==> src/rtl/dmem_port_arbiter_pkg.sv <==
// Shared types and helpers for the data-memory port arbiter.
package dmem_port_arbiter_pkg;

    typedef enum logic [2:0] {
        IDLE,
        REQ,
        L_WAIT,
        S_WAIT,
        L_DRAIN
    } dmem_arb_state_t;

    localparam int DMEM_ARB_ROB_DEPTH  = 3;
    localparam int DMEM_ARB_STARVE_MAX = 4;

    function automatic logic [31:0] word_align(input logic [31:0] addr);
        return addr & 32'hFFFF_FFFC;
    endfunction

endpackage

==> src/rtl/dmem_port_arbiter.sv <==
// Shares the single data-memory port between the load unit and the committed-store buffer,
// one transaction in flight, with buffer-pressure/starvation priority and flush squashing.
module dmem_port_arbiter
    import dmem_port_arbiter_pkg::*;
#(
    parameter int ROB_DEPTH  = DMEM_ARB_ROB_DEPTH,
    parameter int STARVE_MAX = DMEM_ARB_STARVE_MAX
) (
    input  logic                 clk,
    input  logic                 rst,
    input  logic                 move_flush,
    input  logic                 ld_req_valid,
    output logic                 ld_req_ready,
    input  logic [31:0]          ld_req_addr,
    input  logic [3:0]           ld_req_rmask,
    input  logic [ROB_DEPTH-1:0] ld_req_rob,
    output logic                 ld_resp_valid,
    output logic [ROB_DEPTH-1:0] ld_resp_rob,
    output logic [31:0]          ld_resp_rdata,
    input  logic                 sb_req_valid,
    output logic                 sb_req_ready,
    input  logic [31:0]          sb_req_addr,
    input  logic [3:0]           sb_req_wmask,
    input  logic [31:0]          sb_req_wdata,
    input  logic                 sb_full,
    output logic [31:0]          dmem_addr,
    output logic [3:0]           dmem_rmask,
    output logic [3:0]           dmem_wmask,
    output logic [31:0]          dmem_wdata,
    input  logic                 dmem_resp,
    input  logic [31:0]          dmem_rdata
);

    localparam int CW = $clog2(STARVE_MAX + 1);
    localparam logic [CW-1:0] STARVE_SAT = CW'(STARVE_MAX);

    dmem_arb_state_t        r_state;
    logic [CW-1:0]          r_starve_cnt;
    logic                   r_is_store;
    logic                   r_drop;
    logic [ROB_DEPTH-1:0]   r_rob;
    logic [31:0]            r_dmem_addr;
    logic [3:0]             r_dmem_rmask;
    logic [3:0]             r_dmem_wmask;
    logic [31:0]            r_dmem_wdata;
    logic                   r_ld_resp_valid;
    logic [ROB_DEPTH-1:0]   r_ld_resp_rob;
    logic [31:0]            r_ld_resp_rdata;

    logic w_idle;
    logic w_store_wins;
    logic w_ld_grant;
    logic w_sb_grant;

    assign w_idle       = (r_state == IDLE);
    assign w_store_wins = sb_full | (r_starve_cnt == STARVE_SAT);

    // A flushing load is never granted; the flush hands the port to a waiting store instead.
    assign ld_req_ready = w_idle & ~move_flush & ld_req_valid & ~w_store_wins;
    assign sb_req_ready = w_idle & sb_req_valid & (w_store_wins | ~ld_req_valid | move_flush);
    assign w_ld_grant   = ld_req_valid & ld_req_ready;
    assign w_sb_grant   = sb_req_valid & sb_req_ready;

    assign dmem_addr     = r_dmem_addr;
    assign dmem_rmask    = r_dmem_rmask;
    assign dmem_wmask    = r_dmem_wmask;
    assign dmem_wdata    = r_dmem_wdata;
    assign ld_resp_valid = r_ld_resp_valid;
    assign ld_resp_rob   = r_ld_resp_rob;
    assign ld_resp_rdata = r_ld_resp_rdata;

    always_ff @(posedge clk) begin
        if (rst) begin
            r_state         <= IDLE;
            r_starve_cnt    <= '0;
            r_is_store      <= 1'b0;
            r_drop          <= 1'b0;
            r_rob           <= '0;
            r_dmem_addr     <= '0;
            r_dmem_rmask    <= '0;
            r_dmem_wmask    <= '0;
            r_dmem_wdata    <= '0;
            r_ld_resp_valid <= 1'b0;
            r_ld_resp_rob   <= '0;
            r_ld_resp_rdata <= '0;
        end else begin
            r_ld_resp_valid <= 1'b0;

            case (r_state)
                IDLE: begin
                    if (w_ld_grant) begin
                        r_state      <= REQ;
                        r_is_store   <= 1'b0;
                        r_drop       <= 1'b0;
                        r_rob        <= ld_req_rob;
                        r_dmem_addr  <= word_align(ld_req_addr);
                        r_dmem_rmask <= ld_req_rmask;
                        r_dmem_wmask <= '0;
                        r_dmem_wdata <= '0;
                    end else if (w_sb_grant) begin
                        r_state      <= REQ;
                        r_is_store   <= 1'b1;
                        r_drop       <= 1'b0;
                        r_dmem_addr  <= word_align(sb_req_addr);
                        r_dmem_rmask <= '0;
                        r_dmem_wmask <= sb_req_wmask;
                        r_dmem_wdata <= sb_req_wdata;
                    end
                end
                REQ: begin
                    r_dmem_addr  <= '0;
                    r_dmem_rmask <= '0;
                    r_dmem_wmask <= '0;
                    r_dmem_wdata <= '0;
                    if (r_is_store) begin
                        r_state <= S_WAIT;
                    end else begin
                        r_state <= L_WAIT;
                        r_drop  <= move_flush;
                    end
                end
                L_WAIT: begin
                    if (dmem_resp) begin
                        r_state <= IDLE;
                        if (~r_drop & ~move_flush) begin
                            r_ld_resp_valid <= 1'b1;
                            r_ld_resp_rob   <= r_rob;
                            r_ld_resp_rdata <= dmem_rdata;
                        end
                    end else if (move_flush) begin
                        r_state <= L_DRAIN;
                    end
                end
                S_WAIT, L_DRAIN: begin
                    if (dmem_resp) begin
                        r_state <= IDLE;
                    end
                end
                default: r_state <= IDLE;
            endcase

            if (w_sb_grant) begin
                r_starve_cnt <= '0;
            end else if (w_ld_grant & sb_req_valid & (r_starve_cnt != STARVE_SAT)) begin
                r_starve_cnt <= r_starve_cnt + CW'(1);
            end
        end
    end

endmodule

==> config.mk <==
export PLATFORM = sky130hd
export DESIGN_NAME = dmem_port_arbiter
export DESIGN_NICKNAME = d
export VERILOG_FILES = /design/src/rtl/dmem_port_arbiter_pkg.sv /design/src/rtl/dmem_port_arbiter.sv
export SDC_FILE = /design/constraint.sdc
export NUM_CORES = 1
export LEC_CHECK = 0
export ABC_AREA = 1
export CAP_MARGIN = 20
export CORE_ASPECT_RATIO = 1.2
export CORE_UTILIZATION = 44
export DETAILED_ROUTE_END_ITERATION = 12
export PLACE_DENSITY = 0.9
export SETUP_SLACK_MARGIN = 0.15
export SYNTH_ARGS = -nofsm -noshare
export SYNTH_HDL_FRONTEND = slang
export SYNTH_SLANG_ARGS = --single-unit
export TNS_END_PERCENT = 20
==> constraint.sdc <==
create_clock -name clk -period 3 [get_ports clk]
set_clock_uncertainty 0.1 [all_clocks]
set_input_delay 0.6 -clock clk [delete_from_list [all_inputs] [get_ports clk]]
set_output_delay 0.6 -clock clk [all_outputs]
set_load 0.03 [all_outputs]
==> impl_results.md <==
* # placed instances at about 1100
* Clock period minus final worst setup slack at between 2 and 3 ns
* Seq cells post-synth at about 120
* Sw frac at approximately two fifths
* Endpoint class of the critical path: output pin
* Final setup slack of the worst path at 0.377 ns
* Final Non-Filler Cells at roughly 1200
* Fraction of post-synthesis cell area in the top cell type by area at 45.8%
* H-tree level count at 4
* Fraction of layout instances using a drive strength above 1 at a little over 6%
* Number of max-slew violations in the final report at 0
* Total count of hold-check failures in the final report at 0
* Crit-path max FO at 4
* Diode count at 0
* Main flop type after synthesis: sky130_fd_sc_hd__dfxtp_1
* Placer congestion estimate at roughly 0.8
* Count of cells resized by post-cts repair at 1
* Top area cells in the synthesized netlist: sky130_fd_sc_hd__dfxtp_1 (46%), sky130_fd_sc_hd__nand2_1 (12%), sky130_fd_sc_hd__nor2_1 (11%)
* Effective utilization at floorplan at a little under half
* WP data required at roughly 2.3 ns
* Die H at around 120 µm
* Layout Cell Area excl Fill at between 0.008 and 0.009 mm²
* Residual overflow from global routing at 0
* Area overhead of the layout relative to synthesis at 60.5%
* Post-DR wirelength/cell at around 13 µm
* Clock power share at between 20 and 25%
* Residual antenna-violating net count after detailed routing at 0
* Register-to-register setup slack at just over 0.8 ns
* Clk_lat worst skew at 0.40 ns
* Net switching component of the power at 3300 µW
* Cell area after placement at 0.00769 mm²
* Count of max-cap constraint violations at 0
* Wire length of the first global-routing pass at 23.3 mm
* Cell taking the most area after synthesis: sky130_fd_sc_hd__dfxtp_1
* Drt pass-1 iters at 4
* Cell area after technology mapping at 0.00511 mm²
* Total routing usage reported by global routing at about a quarter
* Vias after detailed routing at about 5400
* Post-Synthesis Cells at between 700 and 800
* Final Cycle Share at roughly 90%
* Buffers inserted during post-CTS setup optimization at 0
* Internal power of the cells at roughly 4600 µW
* Clock-pin transition on the worst setup and hold timing paths at roughly 0.05 ns
* Highest Clock Rate at between 300 and 400 MHz
* Total routed wirelength at approximately 15 mm
* DP Wirelength at just over 10 mm
* Total negative setup slack at 0 ns
* Cell with the most instances after synthesis: sky130_fd_sc_hd__nand2_1
* Remaining design rule violation count at 0
* Setup repair after global routing missed its margin: false
* Library cell used as clock root buffer: sky130_fd_sc_hd__clkbuf_16
* Buffers from clock root to sink, at most at 2
* Share of total power in sequential cells at approximately 28%
* Count of distinct cell types in the synthesized netlist at 23
* Met2 routed WL at approximately 7.4 mm
* Normalized max-slew margin at approximately 62%
* Met1 WL at roughly 5.6 mm
* Total met3 wirelength after detailed routing at around 1.2 mm
* Launching element type of the critical path: input pin
* Fraction of registers with async set/reset at 0%
* Result of the run: completed
* Net count, final at around 1100
* Sequence of cells on the critical path: clkdlybuf4s50_1 -> inv_1 -> nor2_2 -> inv_2 -> nor2_1 -> dlygate4sd2_1
* Number of hold buffers added after cts at 0
* Startpoint-to-endpoint class of the critical path: input pin to output pin
* Combinational share of power at 49.5%
* Avg Synthesized Cell Area at ~6.8 µm²
* Hold path depth at 2
* Top layer in use: met4
* Areal power density over the cells at between 900 and 1000 mW/mm²
* Die area at roughly 0.012 mm²
* CORE AREA at between 0.01 and 0.015 mm²
* Clock sinks at around 120
* Horizontal extent of the die at about 100 µm
* TritonCTS buffer count at 17
* Filler instances at between 800 and 900
* Pre-CTS setup slack at ~0.095 ns
* Top-level I/O count at 256
* Actual slew at the worst max-slew pin at approximately 0.57 ns
* Largest net degree at the start of global routing at a little under 50
* Peak supply drop at between 0.5 and 0.6 mV
* Total setup violations reported at the end of the flow at 0
* P_leak at about 0.0036 µW
* Number of enable flip-flop cells after synthesis at 0
* Overall power after layout at 7890 µW
* Hold/Removal Path Class: flop to flop
* Vias in the first global route at ~5000
* Core Rows at between 40 and 50
* Sequential fraction of the synthesis area at a little under half
* CTS tree: built
* Antenna violations before repair at 0
* Number of cells on the worst reg-to-reg path at 13
* Number of port buffers at about 250
* Slowest cell on crit path: sky130_fd_sc_hd__clkdlybuf4s50_1
* Arrival time of the worst setup path at about 1.9 ns
* Total of warnings raised by yosys at 0
* Longest individual stage delay on the worst path at around 0.50 ns
* Via density per instance at 4.70
* Number of DRC violations after detailed-routing iteration 0 at approximately 220
* List of most frequent post-synthesis cells: sky130_fd_sc_hd__nand2_1 (160), sky130_fd_sc_hd__nor2_1 (146), sky130_fd_sc_hd__dfxtp_1 (117)
==> routing by layer <==
layer | vias to the layer above | global-route usage, %
met5 | - | 0
met4 | 0 | 9.69
met3 | 30 | 9.90
met1 | 2380 | 25.1
met2 | 197 | 44.0
li1 | 2811 | -
==> area by class of cell <==
| class | count | area, µm² | share of cell area (%) |
|---|---|---|---|
| Timing Repair Buffer | 264 | 2630 | 32.1 |
| Sequential cell | 117 | 2340 | 28.5 |
| Multi-Input combinational cell | 507 | 2220 | 27.0 |
| Clock buffer | 20 | 457 | 5.56 |
| Inverter | 82 | 308 | 3.75 |
| Tap cell | 154 | 193 | 2.35 |
| Clock inverter | 9 | 58.8 | 0.716 |
==> per-stage QoR <==
| stage | util (%) | hold WS (ns) |
|---|---|---|
| finish | 73.3 | 0.364 |
| CTS | 73.3 | 0.362 |
| floorplan | - | 0.350 |
| detailed placement | 68.7 | 0.354 |
| global route | 73.3 | 0.379 |
| global placement | 68.7 | 0.348 |
==> worst paths after layout <==
kind | from | endpoint
min reg2reg | dmem_wdata[26]$_SDFFE_PP0P_ | dmem_wdata[26]$_SDFFE_PP0P_
max reg2reg | r_starve_cnt[0]$_SDFFE_PP0P_ | dmem_addr[21]$_SDFFE_PP0P_
max | sb_req_valid | sb_req_ready
min | dmem_wdata[26]$_SDFFE_PP0P_ | dmem_wdata[26]$_SDFFE_PP0P_
==> power by group through the flow <==
stage | Sequential [µW] | Clock [µW] | Combinational (µW)
CTS | 2250 | 1770 | 3930
detailed placement | 2270 | 0 | 3920
floorplan | 3080 | 0 | 1730
global route | 2300 | 1870 | 4270
global placement | 2250 | 0 | 3870
finish | 2250 | 1740 | 3910
==> registers in the layout (all words and copies together) (netlist names), 3 cells and up <==
| register | count |
|---|---|
| r_starve_cnt | 3 |
| dmem_wmask | 4 |
| dmem_addr | 30 |
| r_state | 3 |
| r_rob | 3 |
| ld_resp_rob | 3 |
| dmem_wdata | 32 |
| dmem_rmask | 4 |
| ld_resp_rdata | 32 |
==> critical path, delay by kind of cell <==
kind / cells / cell delay, ns
buffers and inverters: 4 / 1.07
AND/OR/NAND/NOR: 2 / 0.25
==> cell usage in the layout, fill, tap and decap left out, drive strengths merged <==
cell	n
clkdlybuf4s50	246
nand2	163
nor2	152
dfxtp	117
nand3	98
inv	81
a21oi	44
o21ai	43
clkbuf	20
buf	17
clkinv	6
clkinvlp	4
ha	2
conb	2
nand4	1
nor3	1
xor2	1
dlygate4sd2	1
==> logic make-up after synthesis <==
| family | share of synthesized area [%] |
|---|---|
| xor+xnor | 0.171 |
| other cells | 0.0733 |
| compound gates | 8.51 |
| flops | 45.8 |
| fa+ha+maj | 0.489 |
| simple gates | 34.0 |
| buf+inv | 10.9 |
(Power assumes the default switching activity.)
